$ cat src/rtl/cache_axi_arbiter.sv
// Arbitrates the single cache-line AXI bridge port between the icache and the dcache.
// Write-back beats refill; ties between the two refills are broken round-robin.
module cache_axi_arbiter (
    input  logic         clk,
    input  logic         resetn,

    input  logic         icache_rd_req,
    input  logic [31:0]  icache_rd_addr,
    output logic         icache_rd_rdy,
    output logic         icache_ret_valid,
    output logic [127:0] icache_ret_data,

    input  logic         dcache_rd_req,
    input  logic [31:0]  dcache_rd_addr,
    output logic         dcache_rd_rdy,
    output logic         dcache_ret_valid,
    output logic [127:0] dcache_ret_data,

    input  logic         dcache_wr_req,
    input  logic [31:0]  dcache_wr_addr,
    input  logic [127:0] dcache_wr_data,
    output logic         dcache_wr_rdy,
    output logic         dcache_wr_valid,

    output logic         axi_rd_req,
    output logic [31:0]  axi_rd_addr,
    input  logic         axi_rd_rdy,
    input  logic         axi_ret_valid,
    input  logic [127:0] axi_ret_data,

    output logic         axi_wr_req,
    output logic [31:0]  axi_wr_addr,
    output logic [127:0] axi_wr_data,
    input  logic         axi_wr_rdy,
    input  logic         axi_wr_valid
);

    typedef enum logic [1:0] {StIdle, StIRd, StDRd, StDWr} state_e;

    state_e state_q;
    logic   last_grant_q;  // 0: icache read granted last, 1: dcache read granted last

    logic in_idle;
    logic win_wr;
    logic win_ird;
    logic win_drd;

    always_comb begin
        in_idle = (state_q == StIdle);
        win_wr  = in_idle & dcache_wr_req;
        win_ird = in_idle & ~dcache_wr_req & icache_rd_req & (~dcache_rd_req | last_grant_q);
        win_drd = in_idle & ~dcache_wr_req & dcache_rd_req & (~icache_rd_req | ~last_grant_q);
    end

    always_comb begin
        axi_rd_req       = win_ird | win_drd;
        axi_rd_addr      = '0;
        if (win_ird) axi_rd_addr = icache_rd_addr;
        if (win_drd) axi_rd_addr = dcache_rd_addr;

        axi_wr_req       = win_wr;
        axi_wr_addr      = win_wr ? dcache_wr_addr : '0;
        axi_wr_data      = win_wr ? dcache_wr_data : '0;

        icache_rd_rdy    = win_ird & axi_rd_rdy;
        dcache_rd_rdy    = win_drd & axi_rd_rdy;
        dcache_wr_rdy    = win_wr & axi_wr_rdy;

        // Responses only reach the owner; one seen while idle is dropped.
        icache_ret_valid = (state_q == StIRd) & axi_ret_valid;
        dcache_ret_valid = (state_q == StDRd) & axi_ret_valid;
        dcache_wr_valid  = (state_q == StDWr) & axi_wr_valid;

        icache_ret_data  = '0;
        dcache_ret_data  = '0;
        if (state_q == StIRd || state_q == StDRd) begin
            icache_ret_data = axi_ret_data;
            dcache_ret_data = axi_ret_data;
        end
    end

    always_ff @(posedge clk or negedge resetn) begin
        if (!resetn) begin
            state_q      <= StIdle;
            last_grant_q <= 1'b1;
        end else begin
            unique case (state_q)
                StIdle: begin
                    if (win_wr && axi_wr_rdy) begin
                        state_q <= StDWr;
                    end else if (win_ird && axi_rd_rdy) begin
                        state_q      <= StIRd;
                        last_grant_q <= 1'b0;
                    end else if (win_drd && axi_rd_rdy) begin
                        state_q      <= StDRd;
                        last_grant_q <= 1'b1;
                    end
                end
                StIRd, StDRd: begin
                    if (axi_ret_valid) state_q <= StIdle;
                end
                StDWr: begin
                    if (axi_wr_valid) state_q <= StIdle;
                end
                default: state_q <= StIdle;
            endcase
        end
    end

endmodule

$ cat config.mk
export PLATFORM = sky130hd
export DESIGN_NAME = cache_axi_arbiter
export DESIGN_NICKNAME = d
export VERILOG_FILES = /design/src/rtl/cache_axi_arbiter.sv
export SDC_FILE = /design/constraint.sdc
export NUM_CORES = 1
export LEC_CHECK = 0
export ABC_CLOCK_PERIOD_IN_PS = 4000
export BUFFER_PORTS_ARGS = -buffer_cell sky130_fd_sc_hd__clkbuf_2
export CORE_AREA = 2 2 317 319
export DETAILED_ROUTE_END_ITERATION = 8
export DIE_AREA = 0 0 319 321
export PLACE_DENSITY = 0.3
export SLEW_MARGIN = 40
export SYNTH_ARGS = -nofsm -noshare
export SYNTH_HDL_FRONTEND = slang
export SYNTH_SLANG_ARGS = --single-unit
$ cat constraint.sdc
create_clock -name clk -period 4 [get_ports clk]
set_input_delay 0.2 -clock clk [delete_from_list [all_inputs] [get_ports clk]]
set_output_delay 0.2 -clock clk [all_outputs]
set_load 0.02 [all_outputs]
==> results of run 1 <==
how the worst max path moves through the flow:
stage / start / end / slack [ns] / cells after the start
global placement: state_q[0] / axi_rd_addr[0] / 1.35 / 7
finish: state_q[0] / axi_rd_addr[0] / 1.24 / 7
global route: state_q[1] / axi_rd_addr[0] / 1.04 / 7
detailed placement: state_q[0] / axi_rd_addr[0] / 1.30 / 7
floorplan: state_q[0] / icache_ret_data[100] / 2.15 / 6
CTS: state_q[0] / axi_rd_addr[0] / 1.05 / 7
cells by family after synthesis:
logic type	synth area share
buffers and inverters	0.336
DFF	0.0211
muxes	0.00553
adders and majority gates	0.0173
AOI/OAI and AO/OA	0.0957
and+or+nand+nor	0.524
sequential cells by signal, indices dropped and copies added, names as in the netlist:
name          flops
last_grant_q      1
state_q           2
power by group:
group | total (uW) | internal [uW] | leakage, uW | switching, uW
Sequential | 66.0 | 49.5 | 0.0000359 | 16.5
Combinational | 6880 | 1870 | 0.00504 | 5010
Clock | 159 | 131 | 0.0000382 | 27.0
repair_timing:
| action | CTS | global route |
|---|---|---|
| endpoints found under the setup margin | 0 | 0 |
| buffers inserted | 0 | 0 |
| resized for setup | 0 | 0 |
| hold endpoints to repair | 3 | 0 |
| hold buffers | 1 | 0 |
synth_stat cells (2+ instances only):
master / n
nand2_1: 4
ha_1: 5
and3_1: 161
dfrtp_1: 2
inv_1: 4
buf_2: 5
buf_6: 3
a22o_1: 32
o21ai_0: 3
clkbuf_1: 47
buf_4: 129
and2_1: 133
mux2i_1: 2
tightest hold or removal path, cell delays in order:
cell	delay [ns]
clkbuf_2	0.12
nand3_1	0.09
o21ai_0	0.09
cell type report:
class | instances | area [um^2]
multi-input cells | 351 | 2340
flip-flops and latches | 3 | 76.3
well taps | 1298 | 1620
fillers | 11900 | 91000
inverters | 4 | 15.0
repair buffers | 823 | 4160
clock buffers | 4 | 78.8
diodes | 8 | 20.0
cell usage in the layout (no fill, tap or decap), types with 2 or more instances in the layout:
cell type / count
mux2i_1: 2
o21ai_0: 3
nand2_1: 4
clkbuf_2: 815
inv_1: 4
buf_4: 5
and2_1: 133
and3_1: 161
a22o_1: 32
diode_2: 8
ha_1: 4
clkbuf_16: 3
dfrtp_1: 2
stage by stage:
step	hold WS (ns)	power [uW]	instance area, um^2	cells	utilization
3_5_place_dp	0.0126	7130	8200	2477	0.0826
3_3_place_gp	0.00959	7180	8200	2477	0.0826
5_1_grt	0.323	7550	8310	2487	0.0837
2_1_floorplan	-0.0956	4690	3620	542	-
4_1_cts	0.282	7320	8290	2482	0.0835
6_report	0.294	7100	8320	2491	0.0838
per-layer routing:
metal	GRT usage	up-vias	routed length (um)
met5	0	-	13
met4	0.0168	2	854
met3	0.0307	34	4340
met2	0.163	459	24800
met1	0.117	2891	22600
li1	-	2998	-
==> results.tsv, run 1 <==
metric	value	unit
status	finished, final reports clean	
synthDistinctLibCells	25	
nets	1552	
critical_path_buf_inv_count	2	
synth-main-ff-cell	dfrtp_1	
synth_cells	542	
yosysWarnings	0	
syn2layout_area_growth	130	%
antenna_found_initial	16	
post-dp-hpwl	48700	um
drc	0	
synth.top_cells.by_area	and3_1, buf_4, and2_1, a22o_1, clkbuf_1	
slew_viol_final	0	
cts.sinks	3	
die-width	319	um
boundaryPins	817	
io_buffers	816	
r2r_slack	1.83	ns
fin_crit_sh	0.690	
start_util	0.0365	
r2r_start	state_q[0]	
vias_per_cell	2.56	
critical_path.max_fanout	34	
grt_max_degree	166	
routedWlPerCell	21.1	um
reg2reg_to	state_q[1]	
core	99300	um^2
drt_pass1_iterations	4	
synth-edff-count	0	
ys_ff_latch	3	
rows	116	
clk_latency	0.22	ns
clk_pin_slew	0.03	ns
async_reset_ff_frac	1.00	
hp-start	axi_rd_rdy	
cts-htree-levels	1	
die_y	321	um
fin_tns_setup	0	ns
yosysTopAreaCellShare	0.278	
grt_usage	0.0954	
drive_above_1_share	0.701	
drtAntennaViolNets	0	
path_cells	inv_1 > ha_4 > nor2b_4 > nand2_1 > nor2_4 > a22o_1 > clkbuf_2	
clock_path_buffers	2	
p_leak	0.00512	uW
hold_path_depth	3	
yosysTopAreaCell	and3_1	
finalSetupViolCount	0	
critPathArrivalTime	2.56	ns
finalClockSkew	0.00208	ns
synth.avg_cell_area	6.68	um^2
worstPathRequired	3.80	ns
cts_tree	yes	
slowest_stage	nor2_4	
numCtsBuffers	3	
routed_wl	52600	um
yosysSeqAreaShare	0.0211	
overflow	0	
place_ws	1.30	ns
layout_setup_ws	1.24	ns
critPathMaxStageDelay	0.57	ns
worstSetupEndpointType	output port	
worstSetupPathType	register to output port	
r2r_cells	6	
grt_pass1_wl	64700	um
synth_area	3620	um^2
vias	6384	
vdd_drop_max	0.372	mV
synth_nets	908	
worst_slew_pin_slew	0.778	ns
grt_pass1_vias	6432	
fmax	0.362	GHz
drv_cap	0	
holdPathEnd	last_grant_q	
grt_setup_unrepaired	no	
drt_iter0_drc	200	
cts-root-buf	clkbuf_16	
hold_class	input port to register	
start_kind	register	
final_hold_viol_count	0	
fin_crit	2.76	ns
die-area	102000	um^2
powerDensity	854	nW/um^2
slew_headroom	0.481	
globalplace.congestion	0.785	
path_delay_family	simple AND/OR/NAND/NOR gates	
(Power assumes the default switching activity.)
==> run 2: changes to the inputs <==
ABC_CLOCK_PERIOD_IN_PS = 2800   (was 4000)
CORE_AREA = 2 2 320 322   (was 2 2 317 319)
DIE_AREA = 0 0 322 324   (was 0 0 319 321)
clock period = 2.8 ns   (was 4 ns; I/O delays follow)
==> run 2 against run 1 <==
Effect of this change:
- global-route usage grew 1.5 points
- die area grew 1.9%
- sequential share of layout area is essentially flat
- core utilization shrank 0.098 points
- combinational power grew 51%
- critical path depth grew 1
- highest routed layer unchanged
==> results.tsv, run 2 (same netlist as run 1, synthesis figures left out) <==
metric	value	unit
status	finished, final reports clean	
clock_path_buffers	2	
numCtsBuffers	3	
grt_max_degree	165	
boundaryPins	817	
drv_cap	0	
grt.met2_usage	0.196	
drt_iter0_drc	184	
die-area	104000	um^2
worstSetupPathType	register to output port	
cts-root-buf	clkbuf_16	
drc	0	
r2r_slack	0.90	ns
fin_tns_setup	0	ns
layout_setup_ws	0.491	ns
globalRouteMet1Util	0.115	
worstPathRequired	2.66	ns
finalSetupViolCount	0	
worstSetupEndpointType	output port	
final_common_cell	clkbuf_2	
rows	117	
slew_viol_final	0	
die-width	322	um
grt_pass1_vias	6496	
critical_path.max_fanout	33	
grt_pass1_wl	73400	um
antenna_found_initial	39	
vias	6634	
fillCellCount	12000	
globalplace.congestion	0.793	
hold_class	input port to register	
r2r_cells	7	
powerDensity	1280	nW/um^2
drtAntennaViolNets	0	
syn2layout_area_growth	131	%
core	101000	um^2
final_hold_viol_count	0	
cts.sinks	3	
grt_usage	0.110	
postCtsSetupBuffers	0	
reg2reg_to	state_q[0]	
critPathArrivalTime	2.17	ns
nets	1553	
vias_per_cell	2.65	
ff_latch_area	76.3	um^2
grt_setup_unrepaired	no	
regMostFlops	state_q	
drive_above_1_share	0.702	
grt-busiest-layer	met2	
cts_tree	yes	
holdWs	0.202	ns
multi_input_area	2340	um^2
overflow	0	
clk_pin_slew	0.03	ns
p_leak	0.00513	uW
fmax	0.433	GHz
finalClockSkew	0.00297	ns
start_kind	register	
final_cell_mix	clkbuf_2, and3_1, and2_1, a22o_1, buf_4	
reg_top3	state_q: 2 flops, last_grant_q: 1 flops	
fin_crit	2.31	ns
holdPathEnd	last_grant_q	
routedWlPerCell	24.8	um
die_y	324	um
io_buffers	816	
slew_headroom	0.591	
r2r_start	state_q[0]	
cts-htree-levels	1	
met3_usage	0.0641	
hold_path_depth	3	
routed_wl	62100	um
place_ws	0.666	ns
hp-start	dcache_rd_req	
fin_crit_sh	0.825	
largest_register_ffs	2	
post-dp-hpwl	57700	um
start_util	0.0359	
worst_slew_pin_slew	0.613	ns
drt_pass1_iterations	4	
clk_latency	0.23	ns
vdd_drop_max	0.804	mV
final_core_util	0.0828	
[run 2: cell types whose count changed in the layout (fill, tap and decap cells not counted)]
| cell | delta |
|---|---|
| buf_12 | +3 |
| diode_2 | -3 |
| buf_8 | -1 |
| clkbuf_2 | -1 |
[run 2: stage by stage]
stage	instances	total power (uW)	cell area (um^2)
floorplan	542	6700	3620
global placement	2490	10900	8270
detailed placement	2490	10900	8270
CTS	2495	11100	8350
global route	2498	11500	8360
finish	2500	10700	8370
[run 2: what timing repair did]
action / CTS / global route
resized for setup: 0 / 0
endpoints found under the hold margin: 3 / 0
hold buffers: 1 / 0
endpoints found under the setup margin: 0 / 0
[run 2: where the power goes]
part / total [uW] / internal [uW] / switching, uW
Combinational: 10400 / 2740 / 7620
Clock: 230 / 188 / 41.5
Sequential: 92.1 / 70.5 / 21.5
Total: 10700 / 2990 / 7690
[run 2: worst max path at each step]
stage	start	to	cells after the start
after global placement	state_q[0]	icache_ret_data[5]	5
after global routing	state_q[1]	icache_ret_data[5]	5
after floorplan	state_q[0]	icache_ret_data[100]	6
final	state_q[0]	axi_rd_addr[29]	8
after CTS	state_q[1]	icache_ret_data[5]	5
after detailed placement	state_q[1]	icache_ret_data[5]	5
[run 2: final cells by class]
type / count / area share
Multi-Input combinational cell: 351 / 0.280
Tap cell: 1309 / 0.196
Clock buffer: 4 / 0.00942
Timing Repair Buffer: 824 / 0.502
Inverter: 4 / 0.00179
Antenna cell: 5 / 0.00150
Sequential cell: 3 / 0.00912
[run 2: worst max-delay path: stages, from the launching register on]
cell      delay (ns)
dfrtp_1         0.39
inv_1           0.18
ha_4            0.18
nor2b_4         0.17
nand2_1         0.10
a21oi_4         0.11
buf_4           0.37
a22o_1          0.23
clkbuf_2        0.17
[run 2: routing by layer]
metal | up-vias | part of all wire | wire length [um]
met2 | 504 | 0.48 | 30100
met5 | - | 0.00098 | 61
li1 | 2990 | - | -
met1 | 3050 | 0.36 | 22300
met3 | 80 | 0.14 | 8510
met4 | 10 | 0.018 | 1110
